==> src/rtl/pscan_pkg.sv <==
// Shared types and constants for the pattern_scan_arbiter slice.
// Optional feature macro: PSCAN_FAIR_EN (round-robin arbitration).
package pscan_pkg;

  typedef enum logic [1:0] {
    ST_IDLE  = 2'd0,
    ST_SHIFT = 2'd1,
    ST_DRAIN = 2'd2,
    ST_DONE  = 2'd3
  } fsm_state_t;

  typedef enum logic [2:0] {
    DET_A = 3'd0,
    DET_B = 3'd1,
    DET_C = 3'd2,
    DET_D = 3'd3,
    DET_E = 3'd4,
    DET_F = 3'd5
  } det_state_t;

  localparam logic [4:0] PATTERN = 5'b10010;

  // One-hot pick between two requesters; prefer1 breaks a tie toward requester 1.
  function automatic logic [1:0] arb_pick(input logic [1:0] req, input logic prefer1);
    logic [1:0] pick;
    case (req)
      2'b01:   pick = 2'b01;
      2'b10:   pick = 2'b10;
      2'b11:   pick = prefer1 ? 2'b10 : 2'b01;
      default: pick = 2'b00;
    endcase
    return pick;
  endfunction

endpackage

==> src/rtl/seq_det_10010.sv <==
// Moore detector for the serial pattern 10010 with overlap; w is high in state F.
// Holds state while en is low; clr synchronously returns it to state A.
module seq_det_10010
  import pscan_pkg::*;
(
  input  logic clk,
  input  logic rst,
  input  logic en,
  input  logic clr,
  input  logic j,
  output logic w
);

  det_state_t r_state;

  // Detector state register: clear has priority over advancing.
  always_ff @(posedge clk or posedge rst) begin
    if (rst) begin
      r_state <= DET_A;
    end else if (clr) begin
      r_state <= DET_A;
    end else if (en) begin
      case (r_state)
        DET_A:   r_state <= j ? DET_B : DET_A;
        DET_B:   r_state <= j ? DET_B : DET_C;
        DET_C:   r_state <= j ? DET_B : DET_D;
        DET_D:   r_state <= j ? DET_E : DET_A;
        DET_E:   r_state <= j ? DET_B : DET_F;
        DET_F:   r_state <= j ? DET_B : DET_D;
        default: r_state <= DET_A;
      endcase
    end else begin
      r_state <= r_state;
    end
  end

  assign w = (r_state == DET_F);

endmodule

==> src/rtl/pattern_scan_arbiter.sv <==
// Two-requester front end that serialises a word MSB-first through seq_det_10010
// and returns the overlapping match count. PSCAN_FAIR_EN selects round-robin ties.
module pattern_scan_arbiter
  import pscan_pkg::*;
#(
  parameter int W  = 16,
  parameter int CW = $clog2(W + 1)
) (
  input  logic          clk,
  input  logic          rst,
  input  logic [1:0]    req,
  input  logic [W-1:0]  data0,
  input  logic [W-1:0]  data1,
  output logic [1:0]    gnt,
  output logic [1:0]    done,
  output logic [CW-1:0] count,
  output logic          busy
);

  localparam int BW = $clog2(W);

  fsm_state_t    r_state;
  logic [W-1:0]  r_shift;
  logic [BW-1:0] r_bit_cnt;
  logic [CW-1:0] r_match;
  logic [1:0]    r_gnt;
  logic [1:0]    r_done;
  logic [CW-1:0] r_count;
  logic          r_busy;

  logic [1:0] w_pick;
  logic       w_det_en;
  logic       w_det_clr;
  logic       w_det_j;
  logic       w_det_w;

`ifdef PSCAN_FAIR_EN
  logic r_last;

  assign w_pick = arb_pick(req, ~r_last);

  // Last-grant pointer; reset value 1 makes requester 0 win the first tie.
  always_ff @(posedge clk or posedge rst) begin
    if (rst) begin
      r_last <= 1'b1;
    end else if ((r_state == ST_IDLE) && (req != 2'b00)) begin
      r_last <= w_pick[1];
    end else begin
      r_last <= r_last;
    end
  end
`else
  assign w_pick = arb_pick(req, 1'b0);
`endif

  // Clear lands on the grant edge so the first SHIFT cycle starts from state A.
  assign w_det_clr = (r_state == ST_IDLE) && (req != 2'b00);
  assign w_det_en  = (r_state == ST_SHIFT);
  assign w_det_j   = r_shift[W-1];

  seq_det_10010 u_det (
    .clk (clk),
    .rst (rst),
    .en  (w_det_en),
    .clr (w_det_clr),
    .j   (w_det_j),
    .w   (w_det_w)
  );

  // Control FSM with registered outputs; DRAIN folds in the last bit's match.
  always_ff @(posedge clk or posedge rst) begin
    if (rst) begin
      r_state   <= ST_IDLE;
      r_shift   <= '0;
      r_bit_cnt <= '0;
      r_match   <= '0;
      r_gnt     <= 2'b00;
      r_done    <= 2'b00;
      r_count   <= '0;
      r_busy    <= 1'b0;
    end else begin
      case (r_state)
        ST_IDLE: begin
          if (req != 2'b00) begin
            r_shift   <= (w_pick == 2'b10) ? data1 : data0;
            r_gnt     <= w_pick;
            r_bit_cnt <= '0;
            r_match   <= '0;
            r_busy    <= 1'b1;
            r_state   <= ST_SHIFT;
          end else begin
            r_state <= ST_IDLE;
          end
        end
        ST_SHIFT: begin
          r_shift <= {r_shift[W-2:0], 1'b0};
          r_match <= r_match + CW'(w_det_w);
          if (r_bit_cnt == BW'(W - 1)) begin
            r_state <= ST_DRAIN;
          end else begin
            r_bit_cnt <= r_bit_cnt + BW'(1'b1);
          end
        end
        ST_DRAIN: begin
          r_match <= r_match + CW'(w_det_w);
          r_count <= r_match + CW'(w_det_w);
          r_done  <= r_gnt;
          r_state <= ST_DONE;
        end
        ST_DONE: begin
          r_done  <= 2'b00;
          r_gnt   <= 2'b00;
          r_busy  <= 1'b0;
          r_state <= ST_IDLE;
        end
        default: begin
          r_state <= ST_IDLE;
        end
      endcase
    end
  end

  assign gnt   = r_gnt;
  assign done  = r_done;
  assign count = r_count;
  assign busy  = r_busy;

endmodule

==> config.mk <==
export PLATFORM = sky130hd
export DESIGN_NAME = pattern_scan_arbiter
export DESIGN_NICKNAME = d
export VERILOG_FILES = /design/src/rtl/pscan_pkg.sv /design/src/rtl/seq_det_10010.sv /design/src/rtl/pattern_scan_arbiter.sv
export SDC_FILE = /design/constraint.sdc
export NUM_CORES = 1
export LEC_CHECK = 0
export CAP_MARGIN = 5
export CORE_ASPECT_RATIO = 0.75
export CORE_MARGIN = 3
export CORE_UTILIZATION = 45
export DETAILED_ROUTE_END_ITERATION = 16
export HOLD_SLACK_MARGIN = 0.1
export PLACE_DENSITY = 0.74
export SYNTH_ARGS = -nofsm -noshare
export SYNTH_HDL_FRONTEND = slang
export SYNTH_SLANG_ARGS = --single-unit
export TNS_END_PERCENT = 10
==> constraint.sdc <==
create_clock -name clk -period 1.7 [get_ports clk]
set_input_delay 0.34 -clock clk [delete_from_list [all_inputs] [get_ports clk]]
set_output_delay 0.34 -clock clk [all_outputs]
set_load 0.01 [all_outputs]
* Word level (Yosys, flattened, before mapping)
Cells that the tools add are included.
** Word-level totals
- Register bits after elaboration :: 40
- Bits of input ports :: 36
- Output and inout bits :: 10
** Cells by class
- $add $sub $neg :: 2
- Equal/unequal tests :: 16
- Muxes and demuxes :: 25
- Reductions and logical operators :: 16
** Operators by type and width (number)
- $mux W16 :: 2
- $pmux W16 S2 :: 1
- $pmux W3 S5 :: 1
- $mux W3 :: 4
- $pmux W2 S2 :: 3
- $reduce_bool A2 Y1 :: 6
- $eq A2 B2 Y1 const B :: 5
- $pmux W5 S2 :: 1
- $mux W2 :: 4
- $mux W4 :: 2
- $pmux W2 S4 :: 1
- $pmux W4 S2 :: 1
- $eq A3 B2 Y1 const B :: 2
- $eq A3 B3 Y1 const B :: 2
- $reduce_and A2 Y1 :: 3
- $reduce_or A2 Y1 :: 3
- $add A5 B1 Y5 :: 1
- $mux W5 :: 1
- $add A4 B1 Y4 const B :: 1
- $eq A2 B1 Y1 const B :: 2
- $eq A4 B4 Y1 const B :: 1
- $ne A2 B2 Y1 const B :: 2
- $eq A3 B1 Y1 const B :: 1
- $logic_not A3 Y1 :: 1
- other kinds (6) :: 8

* Longest topological paths before layout
Gate-level depths: netlist of the first run.
- Depth in word-level cells :: 7
- Gate-level depth with buffers :: 7
- Gate-level depth less buffers :: 6

* By module
A second synthesis of the first run with hierarchy kept.
** Second synthesis, totals
- Cell total of the unflattened synthesis :: 232
- Area total of the unflattened synthesis :: 2292.2 um^2
** By module, submodules not included
- pattern_scan_arbiter :: instances 1, cells an instance 212, area an instance 2109.5 um^2
- seq_det_10010 :: instances 1, cells an instance 20, area an instance 182.7 um^2

* Worst setup path after synthesis of the first run
Ideal clock, no wire load.
- Kind :: reg2reg
- Start :: reg r_state[0]
- End :: reg r_shift[2]
- Setup time :: 128 ps
- Arrival :: 1488 ps
- Data required time :: 1572 ps
- Setup slack :: 84 ps
- Stages on the path, launching flop included :: 7
- Path buffers :: 1
- Period minus slack after synthesis :: 1616 ps
- Cells stage by stage :: dfrtp_1 inv_1 ha_1 or3b_4 o21ai_2 buf_6 o31ai_1
** On the way
- Longest elaborated chain between the ends :: 3
- Elaborated cells on any way between the ends :: 6
- Classes of those cells :: eq/ne: 2; mux: 1; reduce/logical: 3
** RTL lines
- from (decl) :: line pattern_scan_arbiter.sv:22 : fsm_state_t r_state;
- from (signal assigned) :: line pattern_scan_arbiter.sv:73 : r_state <= ST_IDLE;
- from (signal assigned) :: line pattern_scan_arbiter.sv:90 : r_state <= ST_SHIFT;
- from (signal assigned) :: line pattern_scan_arbiter.sv:92 : r_state <= ST_IDLE;
- $logic_not A2 Y1 or $eq A2 B1 Y1 (tied branches) :: line pattern_scan_arbiter.sv:82 : case (r_state)
- $ne A2 B1 Y1 (no line) or $reduce_bool A2 Y1 (tied branches)
- $reduce_and A2 Y1 (no line)
- to (signal assigned) :: line pattern_scan_arbiter.sv:85 : r_shift <= (w_pick == 2'b10) ? data1 : data0;
- to (signal assigned) :: line pattern_scan_arbiter.sv:96 : r_shift <= {r_shift[W-2:0], 1'b0};
- to (decl) :: line pattern_scan_arbiter.sv:23 : logic [W-1:0] r_shift;
Parallel ways exist; a longest one is shown, timed or not.
A chain may end at the register's enable or synchronous reset.

* Worst setup path after layout of the first run
- Start :: reg r_state[0]
- End :: reg r_match[0]
** On the way
- Longest elaborated chain between the ends :: 4
- Elaborated cells on any way between the ends :: 8
- Classes of those cells :: eq/ne: 3; mux: 1; reduce/logical: 4
** RTL lines
- $eq A2 B2 Y1 or $eq A2 B1 Y1 (tied branches) :: line pattern_scan_arbiter.sv:82
- $reduce_or A2 Y1 (no line)
- $reduce_bool A2 Y1 (no line)
- $reduce_and A2 Y1 (no line)
- to (signal assigned) :: line pattern_scan_arbiter.sv:97 : r_match <= r_match + CW'(w_det_w);
- to (signal assigned) :: line pattern_scan_arbiter.sv:105 : r_match <= r_match + CW'(w_det_w);
- to (decl) :: line pattern_scan_arbiter.sv:25 : logic [CW-1:0] r_match;
Parallel ways exist; a longest one is shown, timed or not.

==> flow_summary.json, run 1 <==
{
  "status": "complete, no violations",
  "synth_largest_area_cell": "dfrtp_1",
  "wl_met2_mm": 2.586,
  "postLayoutSetupSlackWorst_ps": 66.06,
  "critical_path.startpoint": "r_state[0]",
  "first_global_vias": 2124,
  "drv_slew": 0,
  "fp.dieW_um": 87.89,
  "buffer_ports.inserted": 45,
  "place_worst_setup_slack_ps": -192.1,
  "post-synth-top-area-fraction_pct": 44.22,
  "cts.reportedPaths.clkPinSlew_ps": 80,
  "timing.final.hold_violations": 0,
  "vias": 2074,
  "wire_length_on_met3_um": 288,
  "pwr_density_cell_nw_per_um2": 1562,
  "ys_seq_area_share_pct": 44.22,
  "insertedDiodeCount": 0,
  "finalNetCount": 343,
  "top_level_ports": 46,
  "route.detailed.drc": 0,
  "critical_path.endpoint_type": "register",
  "die_y_um": 67.42,
  "antenna_violations_before_repair": 0,
  "worst_r2r_path_depth": 5,
  "avgViaCountPerCell": 5.793,
  "ordered_cell_list_for_the_critical_path": "inv_2 -> ha_4 -> or3b_4 -> buf_4 -> a32o_1",
  "floorplan.rows": 21,
  "number_of_buffer_and_inverter_stages_on_the_critical_path": 2,
  "synth-seq-cells": 40,
  "netlist_instances": 233,
  "post_route_wl_mm": 5.705,
  "regToRegStartpoint": "r_state[0]",
  "route.layer.met1.wl_mm": 2.762,
  "timing.critical_path.to": "r_match[0]",
  "yosysUniqueCellTypes": 43,
  "dominant_cells_by_area_after_synthesis": "dfrtp_1, and3b_1, o31ai_1, o21ai_0, a211oi_1",
  "post_cts_buffers": 0,
  "timing.setup.critical_path_class": "register to register",
  "synth_enable_flop_cells": 0,
  "dr.first_iter.drc_count": 140,
  "grt_start_max_net_pins": 41,
  "dp.final_hpwl_mm": 4.081,
  "finalWorstPathRequiredPeriod_ps": 1634,
  "timing.max_cap.violations": 0,
  "report.final.setup_viol": 0,
  "maxClockFrequency_mhz": 612.0,
  "final_min_period_over_clock_period_pct": 96.11,
  "cp-start-kind": "register",
  "timing.critical_path.slowest_cell_delay_ps": 460,
  "placeableCoreArea_um2": 4651,
  "max-vdd-ir-drop_mv": 0.9605,
  "worst_clock_skew_ps": 7.572,
  "synth_flop_cell": "dfrtp_1",
  "tritoncts_clock_tree": "built",
  "route.detailed.wl_per_inst_um": 15.94,
  "ys_async_sr_fraction_pct": 100.0,
  "timing.critical_path.slowest_stage_cell": "dfrtp_2",
  "place_congestion": 0.7852,
  "worst_hold_slack_ps": 398.4,
  "timing.rr.end": "r_match[0]",
  "clk_latency_ps": 300,
  "cp.depth": 5,
  "hold_path.class": "primary input to async pin",
  "ant_nets": 0,
  "routed.top_layer": "met4",
  "clock-root-buffer": "clkbuf_8",
  "buffer_depth_of_the_longest_clock_path": 2,
  "drtPass1Iterations": 4,
  "netlist_area_um2": 2263,
  "post_syn_nets": 276,
  "critical_path_required_ps": 1890,
  "timing_worst_slew_pin_value_ps": 318.8,
  "cp_top_family": "flip-flops",
  "grt_remaining_overflow": 0,
  "static-leakage-power_nw": 1.425,
  "gr-usage-all-layers_pct": 20.75,
  "cts.sinks": 40,
  "synthesis.area_per_instance_um2": 9.714,
  "timing.critical_path.fanout_max": 6,
  "initial_utilization_pct": 48.67,
  "global_route_wire_length_before_repair_mm": 9.673,
  "ctsHtreeMaxLevel": 2,
  "yosys_warnings": 0,
  "floorplan.die_area_um2": 5926,
  "regToRegSetupSlack_ps": 70,
  "number_of_cts_inserted_buffers": 5,
  "syn_to_final_growth_pct": 39.36,
  "post_route_cells_drive_above_1_share_pct": 17.94,
  "slew_headroom_pct": 78.70,
  "worst_ep_arrival_ps": 1820
}
==> sequential cells by signal, summed over array words and instances (netlist names) <==
signal,flops
r_match,5
gnt,2
r_bit_cnt,4
done,2
r_shift,16
count,5
busy,1
u_det.r_state,3
r_state,2
==> Yosys cell counts (3+ instances only) <==
cell type  number
dfrtp_1        40
mux2i_1         3
nand2_1         5
ha_1            7
clkbuf_1       11
o21ai_0        25
a22o_1          3
mux2_2          3
nand3_1         6
nor2_1         28
o31ai_1        17
buf_2           5
a32o_1          4
nand2b_1        4
and3_1          3
a211oi_1       16
a21oi_1         4
and3b_1        16
inv_1           5
==> metal layers <==
| metal | up-vias | global-route usage, % |
|---|---|---|
| met5 | - | 0 |
| met4 | 0 | 6.322 |
| met3 | 7 | 4.146 |
| met2 | 64 | 32.14 |
| met1 | 996 | 29.37 |
| li1 | 1007 | - |
==> power breakdown <==
group | switching [mW] | internal (mW) | leakage, nW | total (mW)
sequential | 0.232 | 1.33 | 0.512 | 1.56
combinational | 1.30 | 1.29 | 0.859 | 2.58
clock | 0.350 | 0.435 | 0.0541 | 0.785
total | 1.88 | 3.05 | 1.42 | 4.93
==> worst min path at each step <==
stage,cells after the start,to,slack [ps],from
CTS,3,u_det.r_state[2],410,rst
detailed placement,1,r_shift[0],480,r_shift[0]
global placement,1,r_shift[0],490,r_shift[0]
floorplan,1,r_shift[0],470,r_shift[0]
global route,3,u_det.r_state[2],430,rst
finish,3,u_det.r_state[2],400,rst
==> stage by stage <==
step	util, %	TNS (ps)	total power, mW	instance area [um2]	cells
2_1_floorplan	-	0	2.961	2263	233
3_3_place_gp	64.19	-1749	3.904	2985	350
3_5_place_dp	64.19	-2882	3.976	2985	350
4_1_cts	66.77	0	4.800	3105	358
5_1_grt	67.82	-2.065	5.323	3154	358
6_report	67.82	0	4.926	3154	358
==> cells in the final DEF, fill, tap and decap left out, types with 2 or more instances in the layout <==
cell type	instances
inv_1	3
a32o_1	4
o21ai_0	25
and3_1	3
nand2_1	5
dfrtp_1	39
mux2i_1	3
ha_1	5
nor2_1	26
mux2_2	3
o31ai_1	17
buf_4	27
buf_12	4
nand4_1	2
nand2b_1	4
xor2_1	2
clkdlybuf4s50_1	45
nor4b_1	2
clkbuf_8	5
a22o_1	3
a211oi_1	16
inv_2	2
a21oi_1	4
nand3_1	5
ha_4	2
and3b_1	16
a211o_1	2
==> logic make-up (layout without fill, tap and decap cells) <==
logic type | count (synthesis) | in the layout | share of synthesized area [%]
flip-flops | 40 | 40 | 44.22
multiplexers | 6 | 6 | 2.819
XOR/XNOR | 2 | 2 | 0.7740
adder cells (fa/ha/maj) | 7 | 7 | 3.869
buffers and inverters | 23 | 91 | 4.422
AO/OA/AOI/OAI | 79 | 79 | 24.05
AND/OR/NAND/NOR | 76 | 76 | 19.85
==> area by class of cell <==
cell class,count,area (um2)
inverter,6,22.52
sequential,40,1002
clock inverter,3,42.54
clock buffer,5,68.82
multi-input combinational,170,1202
fill,358,1496
tap,57,71.32
timing repair buffer,77,744.5
==> tightest hold or removal path, stage by stage <==
cell             delay (ps)
clkdlybuf4s50_1         400
inv_1                    90
buf_12                  240
==> repair_timing <==
item / 4_1_cts / 5_1_grt
hold buffers: 0 / 0
setup endpoints to repair: 18 / 25
resized for setup: 3 / 12
pin swaps: 0 / 1
No activity file was read; power rests on OpenSTA's default activity.
==> run 2: changes to the inputs <==
--- a/config.mk
+++ b/config.mk
@@ -9,6 +9,7 @@
 export CORE_ASPECT_RATIO = 0.75
 export CORE_MARGIN = 3
 export CORE_UTILIZATION = 45
+export CTS_BUF_LIST = sky130_fd_sc_hd__clkbuf_4
 export DETAILED_ROUTE_END_ITERATION = 16
 export HOLD_SLACK_MARGIN = 0.1
 export PLACE_DENSITY = 0.74
==> run 2 against run 1 <==
Net effect: maximum frequency shrank 0.72%; non-clock buffer count grew 2; cell count grew 0.56%; largest cell class unchanged; hold slack lost 70 ps; first-iteration DRC count shrank 14%; cell area shrank 0.63%; critical path type is now register to primary output; critical path depth shrank 4; sequential power is essentially flat.
==> flow_summary.json, run 2 (synthesis gave the netlist of run 1 again) <==
{
  "status": "complete, no violations",
  "timing.critical_path.slowest_stage_cell": "clkdlybuf4s50_1",
  "dp.final_hpwl_mm": 4.081,
  "global_route.peak_usage_layer": "met2",
  "syn_to_final_growth_pct": 38.47,
  "global_route_wire_length_before_repair_mm": 9.584,
  "final_area_um2": 3134,
  "hold_path.class": "primary input to async pin",
  "clock-root-buffer": "clkbuf_4",
  "grt_use_met1_pct": 29.31,
  "final_cell_mix": "clkdlybuf4s50_1, dfrtp_1, buf_4",
  "initial_utilization_pct": 48.67,
  "placeableCoreArea_um2": 4651,
  "ordered_cell_list_for_the_critical_path": "clkdlybuf4s50_1",
  "timing.critical_path.slowest_cell_delay_ps": 550,
  "floorplan.die_area_um2": 5926,
  "max_flop_register": "r_shift",
  "grt_remaining_overflow": 0,
  "finalWorstPathRequiredPeriod_ps": 1646,
  "post_route_cells_drive_above_1_share_pct": 18.15,
  "finalNetCount": 345,
  "worst_ep_arrival_ps": 1310,
  "drtPass1Iterations": 4,
  "die_y_um": 67.42,
  "number_of_buffer_and_inverter_stages_on_the_critical_path": 1,
  "insertedDiodeCount": 0,
  "antenna_violations_before_repair": 0,
  "cp-start-kind": "register",
  "gr-usage-all-layers_pct": 20.49,
  "number_of_cts_inserted_buffers": 5,
  "first_global_vias": 2095,
  "post_route_wl_mm": 5.624,
  "route.detailed.drc": 0,
  "drv_slew": 0,
  "ant_nets": 0,
  "critical_path_required_ps": 1360,
  "global_route.usage.met3_pct": 4.146,
  "num-fill-cells": 362,
  "p_total_mw": 4.778,
  "timing_worst_slew_pin_value_ps": 307.5,
  "max-vdd-ir-drop_mv": 0.9774,
  "dr.first_iter.drc_count": 120,
  "timing.critical_path.fanout_max": 3,
  "critical_path.endpoint_type": "primary output",
  "largest_register_ff_count": 16,
  "holdBufCountCts": 0,
  "static-leakage-power_nw": 1.450,
  "worst_r2r_path_depth": 5,
  "cp_top_family": "buffers and inverters",
  "vias": 2097,
  "fp.dieW_um": 87.89,
  "timing.rr.end": "r_match[0]",
  "pwr_density_cell_nw_per_um2": 1524,
  "most_common_cell_after_layout_fill_and_taps_aside": "clkdlybuf4s50_1",
  "top_level_ports": 46,
  "cts.reportedPaths.clkPinSlew_ps": 130,
  "buffer_ports.inserted": 45,
  "dpl-instance-area_um2": 2985,
  "report.final.setup_viol": 0,
  "grt_setup_unrepaired": "no",
  "ctsHtreeMaxLevel": 2,
  "regToRegStartpoint": "r_state[0]",
  "timing.max_cap.violations": 0,
  "grt_start_max_net_pins": 41,
  "route.detailed.wl_per_inst_um": 15.62,
  "worst_clock_skew_ps": 10.24,
  "timing.final.hold_violations": 0,
  "final_min_period_over_clock_period_pct": 96.81,
  "floorplan.rows": 21,
  "buffer_depth_of_the_longest_clock_path": 2,
  "timing.setup.critical_path_class": "register to primary output",
  "postLayoutSetupSlackWorst_ps": 54.27,
  "slew_headroom_pct": 79.45,
  "tritoncts_clock_tree": "built",
  "maxClockFrequency_mhz": 607.6,
  "avgViaCountPerCell": 5.825,
  "place_congestion": 0.7852,
  "regToRegSetupSlack_ps": 60,
  "place_worst_setup_slack_ps": -192.1,
  "globalRouteMet2Util_pct": 31.58,
  "clk_latency_ps": 350,
  "cts.sinks": 40
}
## run 2: how the worst max path moves through the flow
| stage | start | slack [ps] | end | cells after the start |
|---|---|---|---|---|
| 2_1_floorplan | r_state[0] | 80 | r_shift[2] | 6 |
| 3_5_place_dp | r_state[0] | -190 | r_bit_cnt[2] | 5 |
| 6_report | busy | 50 | busy | 1 |
| 5_1_grt | busy | 1 | busy | 1 |
| 4_1_cts | gnt[0] | 3 | gnt[0] | 1 |
| 3_3_place_gp | req[1] | -110 | r_match[4] | 6 |
## run 2: worst register-to-register path: stages (launching register included)
cell and delay [ps]:
dfrtp_2 430, inv_1 120, ha_4 190, or3b_4 420, buf_4 160, a32o_1 250
## run 2: layout make-up
cell class | count | area, um2 | area share [%]
Inverter | 6 | 22.52 | 0.7186
Sequential cell | 40 | 1002 | 31.98
Timing Repair Buffer | 79 | 755.7 | 24.11
Clock inverter | 3 | 42.54 | 1.357
Multi-Input combinational cell | 170 | 1202 | 38.36
Tap cell | 57 | 71.32 | 2.275
Clock buffer | 5 | 37.54 | 1.198
## run 2: report_power, final
| group | switching [mW] | total, mW | leakage, nW | internal [mW] |
|---|---|---|---|---|
| registers | 0.214 | 1.54 | 0.512 | 1.32 |
| clock network | 0.344 | 0.650 | 0.0412 | 0.307 |
| logic | 1.30 | 2.59 | 0.897 | 1.29 |
## run 2: metrics by stage
stage / hold slack, ps / std cells / TNS, ps / utilization (%)
5_1_grt: 350.0 / 360 / 0 / 67.39
3_5_place_dp: 483.0 / 350 / -2882 / 64.19
4_1_cts: 335.6 / 358 / 0 / 66.10
3_3_place_gp: 487.8 / 350 / -1749 / 64.19
2_1_floorplan: 466.8 / 233 / 0 / -
6_report: 328.6 / 360 / 0 / 67.39
## run 2: layer usage
layer / vias to the layer above / share of wire [%]
met1: 1020 / 48
met5: - / 0
met3: 6 / 4.8
met4: 0 / 0.96
met2: 59 / 46
li1: 1012 / -
## run 2: what timing repair did
action,4_1_cts,5_1_grt
setup buffers,0,2
gates resized for setup,3,11
endpoints found under the setup margin,18,27
gates cloned,0,0
==> run 3: changes to the inputs <==
--- a/config.mk
+++ b/config.mk
@@ -6,11 +6,12 @@
 export NUM_CORES = 1
 export LEC_CHECK = 0
 export CAP_MARGIN = 5
-export CORE_ASPECT_RATIO = 0.75
+export CORE_ASPECT_RATIO = 0.6
 export CORE_MARGIN = 3
 export CORE_UTILIZATION = 45
 export CTS_BUF_LIST = sky130_fd_sc_hd__clkbuf_4
 export DETAILED_ROUTE_END_ITERATION = 16
+export GPL_ROUTABILITY_DRIVEN = 0
 export HOLD_SLACK_MARGIN = 0.1
 export PLACE_DENSITY = 0.74
 export SYNTH_ARGS = -nofsm -noshare
==> run 3 against run 2 <==
Net effect: sequential power hardly changed; clock-buffer cell count stayed put; global-route usage is 0.27 points higher; via count is 0.67% lower; cell area is 0.88% higher; register-to-register slack better by 20 ps; clock power is 5.4% lower; die area is 0.33% higher; core utilization is 0.22 points lower; first-iteration DRC count is 12% higher; wire length is 4.7% higher; maximum frequency is 0.80% higher; largest cell class unchanged.
==> flow_summary.json, run 3 (synthesis gave the netlist of run 1 again) <==
{
  "most_common_cell_after_layout_fill_and_taps_aside": "clkdlybuf4s50_1",
  "global_route_wire_length_before_repair_mm": 9.618,
  "post_route_wl_mm": 5.886,
  "antenna_violations_before_repair": 0,
  "final_min_period_over_clock_period_pct": 96.04,
  "critical_path_required_ps": 1360,
  "final_cell_mix": "clkdlybuf4s50_1, dfrtp_1, buf_4",
  "top_level_ports": 46,
  "grt_start_max_net_pins": 25,
  "p_total_mw": 4.751,
  "finalNetCount": 349,
  "dp.final_hpwl_mm": 4.365,
  "cts.sinks": 40,
  "timing.critical_path.slowest_stage_cell": "clkdlybuf4s50_1",
  "maxClockFrequency_mhz": 612.5,
  "status": "complete, no violations",
  "place_worst_setup_slack_ps": -257.7,
  "pwr_density_cell_nw_per_um2": 1503,
  "drv_slew": 0,
  "initial_utilization_pct": 48.09,
  "post_route_cells_drive_above_1_share_pct": 18.89,
  "postLayoutSetupSlackWorst_ps": 67.31,
  "insertedDiodeCount": 0,
  "timing.critical_path.slowest_cell_delay_ps": 550,
  "floorplan.die_area_um2": 5945,
  "number_of_cts_inserted_buffers": 5,
  "cp-start-kind": "register",
  "finish.utilization_pct": 67.17,
  "worst_r2r_path_depth": 7,
  "timing.rr.end": "r_match[4]",
  "floorplan.rows": 19,
  "cts.reportedPaths.clkPinSlew_ps": 120,
  "slew_headroom_pct": 60.36,
  "grt_setup_unrepaired": "no",
  "placeableCoreArea_um2": 4707,
  "number_of_buffer_and_inverter_stages_on_the_critical_path": 1,
  "timing.final.hold_violations": 0,
  "hold_path.class": "primary input to async pin",
  "timing.max_cap.violations": 0,
  "placedCellCount": 357,
  "holdBufCountCts": 0,
  "critical_path.endpoint_type": "primary output",
  "cp_top_family": "buffers and inverters",
  "worst_clock_skew_ps": 6.562,
  "timing_worst_slew_pin_value_ps": 594.0,
  "vias": 2083,
  "route.detailed.drc": 0,
  "drtPass1Iterations": 4,
  "avgViaCountPerCell": 5.630,
  "die_y_um": 60.94,
  "buffer_depth_of_the_longest_clock_path": 2,
  "worst_ep_arrival_ps": 1290,
  "clock-root-buffer": "clkbuf_4",
  "gr-usage-all-layers_pct": 20.76,
  "first_global_vias": 1942,
  "grt_remaining_overflow": 0,
  "regToRegStartpoint": "r_state[0]",
  "ctsHtreeMaxLevel": 2,
  "finalWorstPathRequiredPeriod_ps": 1633,
  "buffer_ports.inserted": 45,
  "ant_nets": 0,
  "max_flop_register": "r_shift",
  "timing.setup.critical_path_class": "register to primary output",
  "timing.critical_path.fanout_max": 3,
  "clk_latency_ps": 350,
  "static-leakage-power_nw": 1.446,
  "regToRegSetupSlack_ps": 80,
  "max-vdd-ir-drop_mv": 0.9176,
  "syn_to_final_growth_pct": 39.69,
  "report.final.setup_viol": 0,
  "num-fill-cells": 380,
  "largest_register_ff_count": 16,
  "ordered_cell_list_for_the_critical_path": "clkdlybuf4s50_1",
  "fin_cells": 370,
  "dr.first_iter.drc_count": 134,
  "route.detailed.wl_per_inst_um": 15.91,
  "tritoncts_clock_tree": "built",
  "fp.dieW_um": 97.56
}
run 3: cell type report:
type / instances / area, um2 / share of cell area [%]
Tap cell: 63 / 78.83 / 2.493
Multi-Input combinational cell: 170 / 1214 / 38.39
Inverter: 6 / 22.52 / 0.7123
Clock buffer: 5 / 37.54 / 1.187
Clock inverter: 3 / 37.54 / 1.187
Sequential cell: 40 / 1001 / 31.66
Timing Repair Buffer: 83 / 770.7 / 24.38
run 3: how the worst max path moves through the flow:
stage | start | endpoint | slack (ps) | cells past startpoint
5_1_grt | r_state[1] | r_shift[5] | 1 | 8
2_1_floorplan | r_state[0] | r_shift[2] | 80 | 6
3_3_place_gp | r_state[0] | r_bit_cnt[2] | -130 | 5
6_report | busy | busy | 70 | 1
4_1_cts | gnt[0] | gnt[0] | 3 | 1
3_5_place_dp | req[1] | r_bit_cnt[2] | -260 | 6
run 3: power breakdown:
group / total (mW) / internal, mW / switching, mW / leakage (nW)
Sequential: 1.54 / 1.32 / 0.218 / 0.513
Clock: 0.615 / 0.300 / 0.315 / 0.0403
Combinational: 2.59 / 1.29 / 1.30 / 0.893
run 3: worst reg2reg max path, cell delays in order, from the launching register on:
cell,delay (ps)
dfrtp_1,420
inv_2,90
ha_4,150
buf_4,130
nor3b_4,240
buf_4,180
nor4b_1,50
a211o_1,270
run 3: repair_timing:
item | in CTS | in global routing
setup endpoints to repair | 19 | 20
setup buffers | 1 | 4
pin swaps | 0 | 2
gates resized for setup | 5 | 10
run 3: stage by stage:
stage | instance area [um2] | hold WS [ps] | setup TNS, ps
after CTS | 3088 | 304.4 | 0
after global placement | 2988 | 479.2 | -2145
after floorplan | 2263 | 466.8 | 0
after global routing | 3162 | 331.9 | 0
after detailed placement | 2988 | 498.6 | -3557
final | 3162 | 316.8 | 0
run 3: routing by layer:
| layer | GRT usage [%] | up-vias | wire length, um |
|---|---|---|---|
| met5 | 0 | - | 0 |
| met3 | 5.052 | 7 | 321 |
| li1 | - | 1022 | - |
| met2 | 30.28 | 68 | 2552 |
| met1 | 31.09 | 986 | 2949 |
| met4 | 5.325 | 0 | 62 |
